<file path="config.mk">
export PLATFORM = sky130hd
export DESIGN_NAME = m68k_bus_target
export DESIGN_NICKNAME = d
export VERILOG_FILES = /design/src/rtl/m68k_bus_target.sv
export SDC_FILE = /design/constraint.sdc
export NUM_CORES = 1
export LEC_CHECK = 0
export CORE_MARGIN = 5
export CORE_UTILIZATION = 44
export DETAILED_ROUTE_END_ITERATION = 16
export PLACE_DENSITY = 0.79
export SKIP_CTS_REPAIR_TIMING = 1
export SYNTH_ARGS = -nofsm -noshare
export SYNTH_HDL_FRONTEND = slang
export SYNTH_SLANG_ARGS = --single-unit
export TNS_END_PERCENT = 10
</file>
<file path="constraint.sdc">
create_clock -name sys_clk -period 1.9 [get_ports sys_clk]
set_input_delay 0.19 -clock sys_clk [delete_from_list [all_inputs] [get_ports sys_clk]]
set_output_delay 0.19 -clock sys_clk [all_outputs]
set_load 0.005 [all_outputs]
</file>
<file path="src/rtl/m68k_bus_target.sv">
// m68k_bus_target: decodes 68000 bus cycles in a fixed window and forwards each hit to a backend.
// Latency: 2-cycle strobe sync + 1 decode cycle; DTACK no earlier than WAIT_CYCLES after decode.
// Backpressure: be_req held until be_ack; BERR after TIMEOUT_CYCLES cycles of be_req without ack.
//
// Ports:
//   sys_clk, sys_rst_n         clock, synchronous active-low reset
//   A_IN, D_IN, FC_IN, RnW_IN  68k address [23:1], data in, function code, read/not-write
//   nAS_IN, nUDS_IN, nLDS_IN   68k strobes (active low, asynchronous to sys_clk)
//   D_OUT, D_OE                read data and its bus drive enable
//   nDTACK_OE, nBERR_OE        1 = pull the corresponding open-drain line low
//   be_req .. be_wdata         backend request and its command fields
//   be_rdata, be_ack           backend read data and completion pulse
//   busy, berr_count           FSM not idle; saturating count of bus errors
module m68k_bus_target #(
  parameter logic [23:0] BASE_ADDR      = 24'hEF0000,
  parameter logic [23:0] ADDR_MASK      = 24'hFF0000,
  parameter int unsigned WAIT_CYCLES    = 4,
  parameter int unsigned TIMEOUT_CYCLES = 1023
) (
  input  logic        sys_clk,
  input  logic        sys_rst_n,
  input  logic [23:1] A_IN,
  input  logic [15:0] D_IN,
  output logic [15:0] D_OUT,
  output logic        D_OE,
  input  logic [2:0]  FC_IN,
  input  logic        RnW_IN,
  input  logic        nAS_IN,
  input  logic        nUDS_IN,
  input  logic        nLDS_IN,
  output logic        nDTACK_OE,
  output logic        nBERR_OE,
  output logic        be_req,
  output logic        be_we,
  output logic [23:1] be_addr,
  output logic [1:0]  be_be,
  output logic [15:0] be_wdata,
  input  logic [15:0] be_rdata,
  input  logic        be_ack,
  output logic        busy,
  output logic [7:0]  berr_count
);

  typedef enum logic [2:0] {
    S_IDLE,
    S_DECODE,
    S_BACKEND,
    S_HOLD,
    S_TERM,
    S_RELEASE
  } state_e;

  localparam logic [3:0] WAIT_LIM = 4'(WAIT_CYCLES);
  // The timeout counter is 0 in the first be_req cycle, so this value marks the last allowed cycle.
  localparam logic [9:0] TO_LAST  = 10'(TIMEOUT_CYCLES - 1);

  state_e      state_q, state_d;
  logic [1:0]  nas_sync_q, uds_sync_q, lds_sync_q, rnw_sync_q;
  logic        nas_s, uds_s, lds_s, rnw_s;

  logic        be_req_q, be_req_d;
  logic        be_we_q, be_we_d;
  logic [23:1] be_addr_q, be_addr_d;
  logic [1:0]  be_be_q, be_be_d;
  logic [15:0] be_wdata_q, be_wdata_d;
  logic [15:0] d_out_q, d_out_d;
  logic        d_oe_q, d_oe_d;
  logic        dtack_q, dtack_d;
  logic        berr_q, berr_d;
  logic [7:0]  berr_cnt_q, berr_cnt_d;
  logic [3:0]  wait_cnt_q, wait_cnt_d;
  logic [9:0]  to_cnt_q, to_cnt_d;
  logic        abort_q, abort_d;

  logic        hit;
  logic        aborting;

  assign nas_s = nas_sync_q[1];
  assign uds_s = uds_sync_q[1];
  assign lds_s = lds_sync_q[1];
  assign rnw_s = rnw_sync_q[1];

  // Address/FC are sampled raw: by the time the synced strobes are low they have long settled.
  assign hit = ((({A_IN, 1'b0}) & ADDR_MASK) == (BASE_ADDR & ADDR_MASK)) && (FC_IN != 3'b111);

  always_ff @(posedge sys_clk) begin
    if (!sys_rst_n) begin
      nas_sync_q <= 2'b11;
      uds_sync_q <= 2'b11;
      lds_sync_q <= 2'b11;
      rnw_sync_q <= 2'b11;
      state_q    <= S_IDLE;
      be_req_q   <= 1'b0;
      be_we_q    <= 1'b0;
      be_addr_q  <= '0;
      be_be_q    <= '0;
      be_wdata_q <= '0;
      d_out_q    <= '0;
      d_oe_q     <= 1'b0;
      dtack_q    <= 1'b0;
      berr_q     <= 1'b0;
      berr_cnt_q <= '0;
      wait_cnt_q <= '0;
      to_cnt_q   <= '0;
      abort_q    <= 1'b0;
    end else begin
      nas_sync_q <= {nas_sync_q[0], nAS_IN};
      uds_sync_q <= {uds_sync_q[0], nUDS_IN};
      lds_sync_q <= {lds_sync_q[0], nLDS_IN};
      rnw_sync_q <= {rnw_sync_q[0], RnW_IN};
      state_q    <= state_d;
      be_req_q   <= be_req_d;
      be_we_q    <= be_we_d;
      be_addr_q  <= be_addr_d;
      be_be_q    <= be_be_d;
      be_wdata_q <= be_wdata_d;
      d_out_q    <= d_out_d;
      d_oe_q     <= d_oe_d;
      dtack_q    <= dtack_d;
      berr_q     <= berr_d;
      berr_cnt_q <= berr_cnt_d;
      wait_cnt_q <= wait_cnt_d;
      to_cnt_q   <= to_cnt_d;
      abort_q    <= abort_d;
    end
  end

  always_comb begin
    state_d    = state_q;
    be_req_d   = be_req_q;
    be_we_d    = be_we_q;
    be_addr_d  = be_addr_q;
    be_be_d    = be_be_q;
    be_wdata_d = be_wdata_q;
    d_out_d    = d_out_q;
    d_oe_d     = d_oe_q;
    dtack_d    = dtack_q;
    berr_d     = berr_q;
    berr_cnt_d = berr_cnt_q;
    to_cnt_d   = to_cnt_q;
    abort_d    = abort_q;
    aborting   = abort_q | nas_s;
    // Saturating so a long backend stall cannot wrap it back under WAIT_LIM.
    wait_cnt_d = (wait_cnt_q == 4'hF) ? wait_cnt_q : wait_cnt_q + 4'd1;

    unique case (state_q)
      S_IDLE: begin
        if (!nas_s && (!uds_s || !lds_s)) begin
          state_d = S_DECODE;
        end
      end

      S_DECODE: begin
        if (hit) begin
          be_req_d   = 1'b1;
          be_we_d    = ~rnw_s;
          be_addr_d  = A_IN;
          be_be_d    = {~uds_s, ~lds_s};
          be_wdata_d = D_IN;
          wait_cnt_d = 4'd1;
          to_cnt_d   = '0;
          abort_d    = 1'b0;
          state_d    = S_BACKEND;
        end else begin
          state_d = S_RELEASE;
        end
      end

      S_BACKEND: begin
        to_cnt_d = to_cnt_q + 10'd1;
        abort_d  = aborting;
        // Ack is tested first so an ack in the final allowed cycle beats the timeout.
        if (be_ack) begin
          be_req_d = 1'b0;
          if (aborting) begin
            state_d = S_RELEASE;
          end else begin
            if (!be_we_q) begin
              d_out_d = be_rdata;
              d_oe_d  = 1'b1;
            end
            state_d = S_HOLD;
          end
        end else if (to_cnt_q == TO_LAST) begin
          be_req_d = 1'b0;
          if (aborting) begin
            state_d = S_RELEASE;
          end else begin
            berr_d     = 1'b1;
            berr_cnt_d = (berr_cnt_q == 8'hFF) ? berr_cnt_q : berr_cnt_q + 8'd1;
            state_d    = S_TERM;
          end
        end
      end

      S_HOLD: begin
        if (wait_cnt_q >= WAIT_LIM) begin
          dtack_d = 1'b1;
          state_d = S_TERM;
        end
      end

      S_TERM: begin
        // Strobes-high also ends the cycle so a TAS read phase (nAS held low) can terminate.
        if (nas_s || (uds_s && lds_s)) begin
          dtack_d = 1'b0;
          berr_d  = 1'b0;
          d_oe_d  = 1'b0;
          state_d = S_RELEASE;
        end
      end

      S_RELEASE: begin
        // Waiting for strobes high stops the same strobe from retriggering; with nAS still low
        // the next strobe of a read-modify-write is then decoded as a fresh transaction.
        if (uds_s && lds_s) begin
          state_d = S_IDLE;
        end
      end

      default: state_d = S_IDLE;
    endcase
  end

  assign D_OUT      = d_out_q;
  assign D_OE       = d_oe_q;
  assign nDTACK_OE  = dtack_q;
  assign nBERR_OE   = berr_q;
  assign be_req     = be_req_q;
  assign be_we      = be_we_q;
  assign be_addr    = be_addr_q;
  assign be_be      = be_be_q;
  assign be_wdata   = be_wdata_q;
  assign busy       = (state_q != S_IDLE);
  assign berr_count = berr_cnt_q;

endmodule
</file>
==> metrics <==
status=finished, final reports clean; Die Wd=about 100 um; DR iter-0 viols=103; Max-slew headroom=75.7%; Layout Area Growth over Synthesis=46.6%; Synth top area share=52.1%; share of cells above drive strength 1=7.14%; most common cell after layout, fill and taps aside=clkdlybuf4s50_1; Worst Reg2Reg Path Length in Cells=8; most frequent cells in the layout=clkdlybuf4s50_1, nand2_1, dfxtp_1, a21oi_1, nor2_1; Hold Path End=D_OUT[9]$_SDFFE_PN0P_; final period utilization=96.6%; Yosys reg bits=96; vias in the first global route=3215; n_diodes=0; CP required=1710 ps; largest area contributor in the netlist=dfxtp_1; CTS Root Cell=clkbuf_8; Antenna Nets Post-Route=0; MaxCap Viol Count=0; Synth warnings=0; Post-synth EDFFs=0; H-tree lvl count=3; final-report hold violation count=0; worst-path fanout max=6; syn_nets=501; setup violators final=0; final worst slack=64.0 ps; reg2reg start=to_cnt_q[0]$_SDFFE_PN0P_; largest cells by area after synthesis=dfxtp_1, nand2_1, a21oi_1; drt drc=0; initial antenna violation count=0; Clock power frac=about two fifths; Worst-path clk slew=90 ps; Final min period=1840 ps; sequential share of power=51.3%; Worst EP arrival=around 1700 ps; asr flop ratio synth=0%; clock sink total=96; unrepaired setup endpoints after global routing=no; # rows=33; Die Ht=102 um; Synth Cell Area=around 3700 um2; switch share=21.6%; grt total ovfl=0; Internal=approximately 3200 uW; Final Max Slew Viols=0; crit path capture type=primary output; TritonCTS clock tree=done; worst skew pair latency=350 ps; logic gate share of total power=10.2%; hold path depth=3; Pleak=roughly 0.0019 uW; largest net degree at the start of global routing=52; CTS Buf Count=9; maximum vdd drop=459 uV; post-route setup TNS=0 ps; Reg-to-Reg End=state_q[0]$_SDFFE_PN0P_; Detail Placement HPWL=6870 um; via/cell ratio=4.96; Mean Syn Cell Area=about 8.5 um2; ys flop type=dfxtp_1; WL/cell=13.7 um; core area=8220 um2; global-route wire length before repair=14600 um; Worst Hold Class=primary input to flop; # port buffers=135; pre-CTS setup slack=-28.6 ps; Nets=approximately 640; CP Launch Type=flop; Pwr Density=about 750 nW/um2; Max Buffers Root-to-Sink=2; post-synthesis sequential area ratio=52.1%; Cell variety after synth=47; initial core utilization=44.9%; DIE AREA=10300 um2; drt total wl=9300 um; GRT Overall Usage=~18%; r2r setup slk=around 160 ps; Pre-antenna DRT Iters=4; Sw Pwr=879 uW; via count=between 3000 and 4000; worst hold start=be_rdata[9]; GP Congestion=roughly 0.85; post-synthesis instance total=432; Worst Skew=about 11 ps; Setup CP Type=flop to primary output; Worst Tran Pin Value=~360 ps; FMAX=0.545 GHz; # IOs=136
flip-flops by register name (all words and copies together) (netlist names):
signal / flops
abort_q: 1
rnw_sync_q: 2
uds_sync_q: 2
be_be: 2
berr_count: 8
to_cnt_q: 10
be_req: 1
be_addr: 23
state_q: 3
nas_sync_q: 2
D_OE: 1
wait_cnt_q: 4
be_we: 1
lds_sync_q: 2
be_wdata: 16
nDTACK_OE: 1
nBERR_OE: 1
D_OUT: 16
how the worst max path moves through the flow:
stage	startpoint	endpoint	slack, ps	cells past startpoint
floorplan	to_cnt_q[0]$_SDFFE_PN0P_	state_q[0]$_SDFFE_PN0P_	190	7
global placement	A_IN[18]	be_we$_SDFFE_PN0P_	40	7
detailed placement	A_IN[20]	be_we$_SDFFE_PN0P_	-30	7
CTS	state_q[0]$_SDFFE_PN0P_	busy	50	2
global route	state_q[0]$_SDFFE_PN0P_	busy	0.09	2
finish	state_q[0]$_SDFFE_PN0P_	busy	60	2
metal layers:
metal	global-route usage, %	vias up	wire (um)
met1	20.8	1536	3890
met2	30.4	98	4560
met5	0	-	0
met4	7.87	0	217
met3	4.55	20	630
li1	-	1713	-
critical path, cell delays in order, from the launching register on:
cell             delay (ps)
dfxtp_1                 370
or3_1                   450
clkdlybuf4s50_1         480
area by class of cell:
type | instances | area (um2)
well taps | 105 | 131
fillers | 677 | 2800
flip-flops and latches | 96 | 1920
clock buffers | 11 | 141
inverters | 5 | 18.8
repair buffers | 148 | 1490
multi-input cells | 309 | 1610
clock inverters | 5 | 104
stage by stage:
stage          total power [uW]  hold WS, ps  cell area [um2]  utilization [%]  instances
2_1_floorplan              2320          263             3690                -        432
3_3_place_gp               2540          393             5170             62.9        663
3_5_place_dp               2550          393             5170             62.9        663
4_1_cts                    4120          360             5410             65.9        679
5_1_grt                    4260          361             5410             65.9        679
6_report                   4080          372             5410             65.9        679
cell families after synthesis:
| logic type | synth area share [%] |
|---|---|
| DFF | 52.1 |
| muxes | 0.271 |
| AOI/OAI and AO/OA | 13.2 |
| xor gates and xnor gates | 2.85 |
| buffers and inverters | 4.37 |
| adders and majority gates | 1.36 |
| and+or+nand+nor | 25.9 |
cell usage after synthesis, types with 3 or more instances:
| master | number |
|---|---|
| o21ai_0 | 9 |
| xnor2_1 | 8 |
| buf_2 | 6 |
| nor3_1 | 8 |
| or3_1 | 4 |
| nor2_1 | 41 |
| clkbuf_1 | 8 |
| buf_6 | 6 |
| ha_1 | 4 |
| nand4_1 | 3 |
| nand2b_1 | 9 |
| dfxtp_1 | 96 |
| nand3_1 | 13 |
| a21oi_1 | 57 |
| xor2_1 | 4 |
| nand2_1 | 109 |
| nor2b_1 | 3 |
| inv_1 | 3 |
| a31oi_1 | 3 |
| a211oi_1 | 4 |
power groups by stage:
| stage | logic [uW] | registers [uW] | clock network (uW) |
|---|---|---|---|
| after floorplan | 196 | 2120 | 0 |
| after global routing | 452 | 2100 | 1710 |
| after detailed placement | 412 | 2140 | 0 |
| after CTS | 416 | 2090 | 1610 |
| after global placement | 403 | 2130 | 0 |
| final | 417 | 2090 | 1570 |
Power figures use the tool's default switching activity.
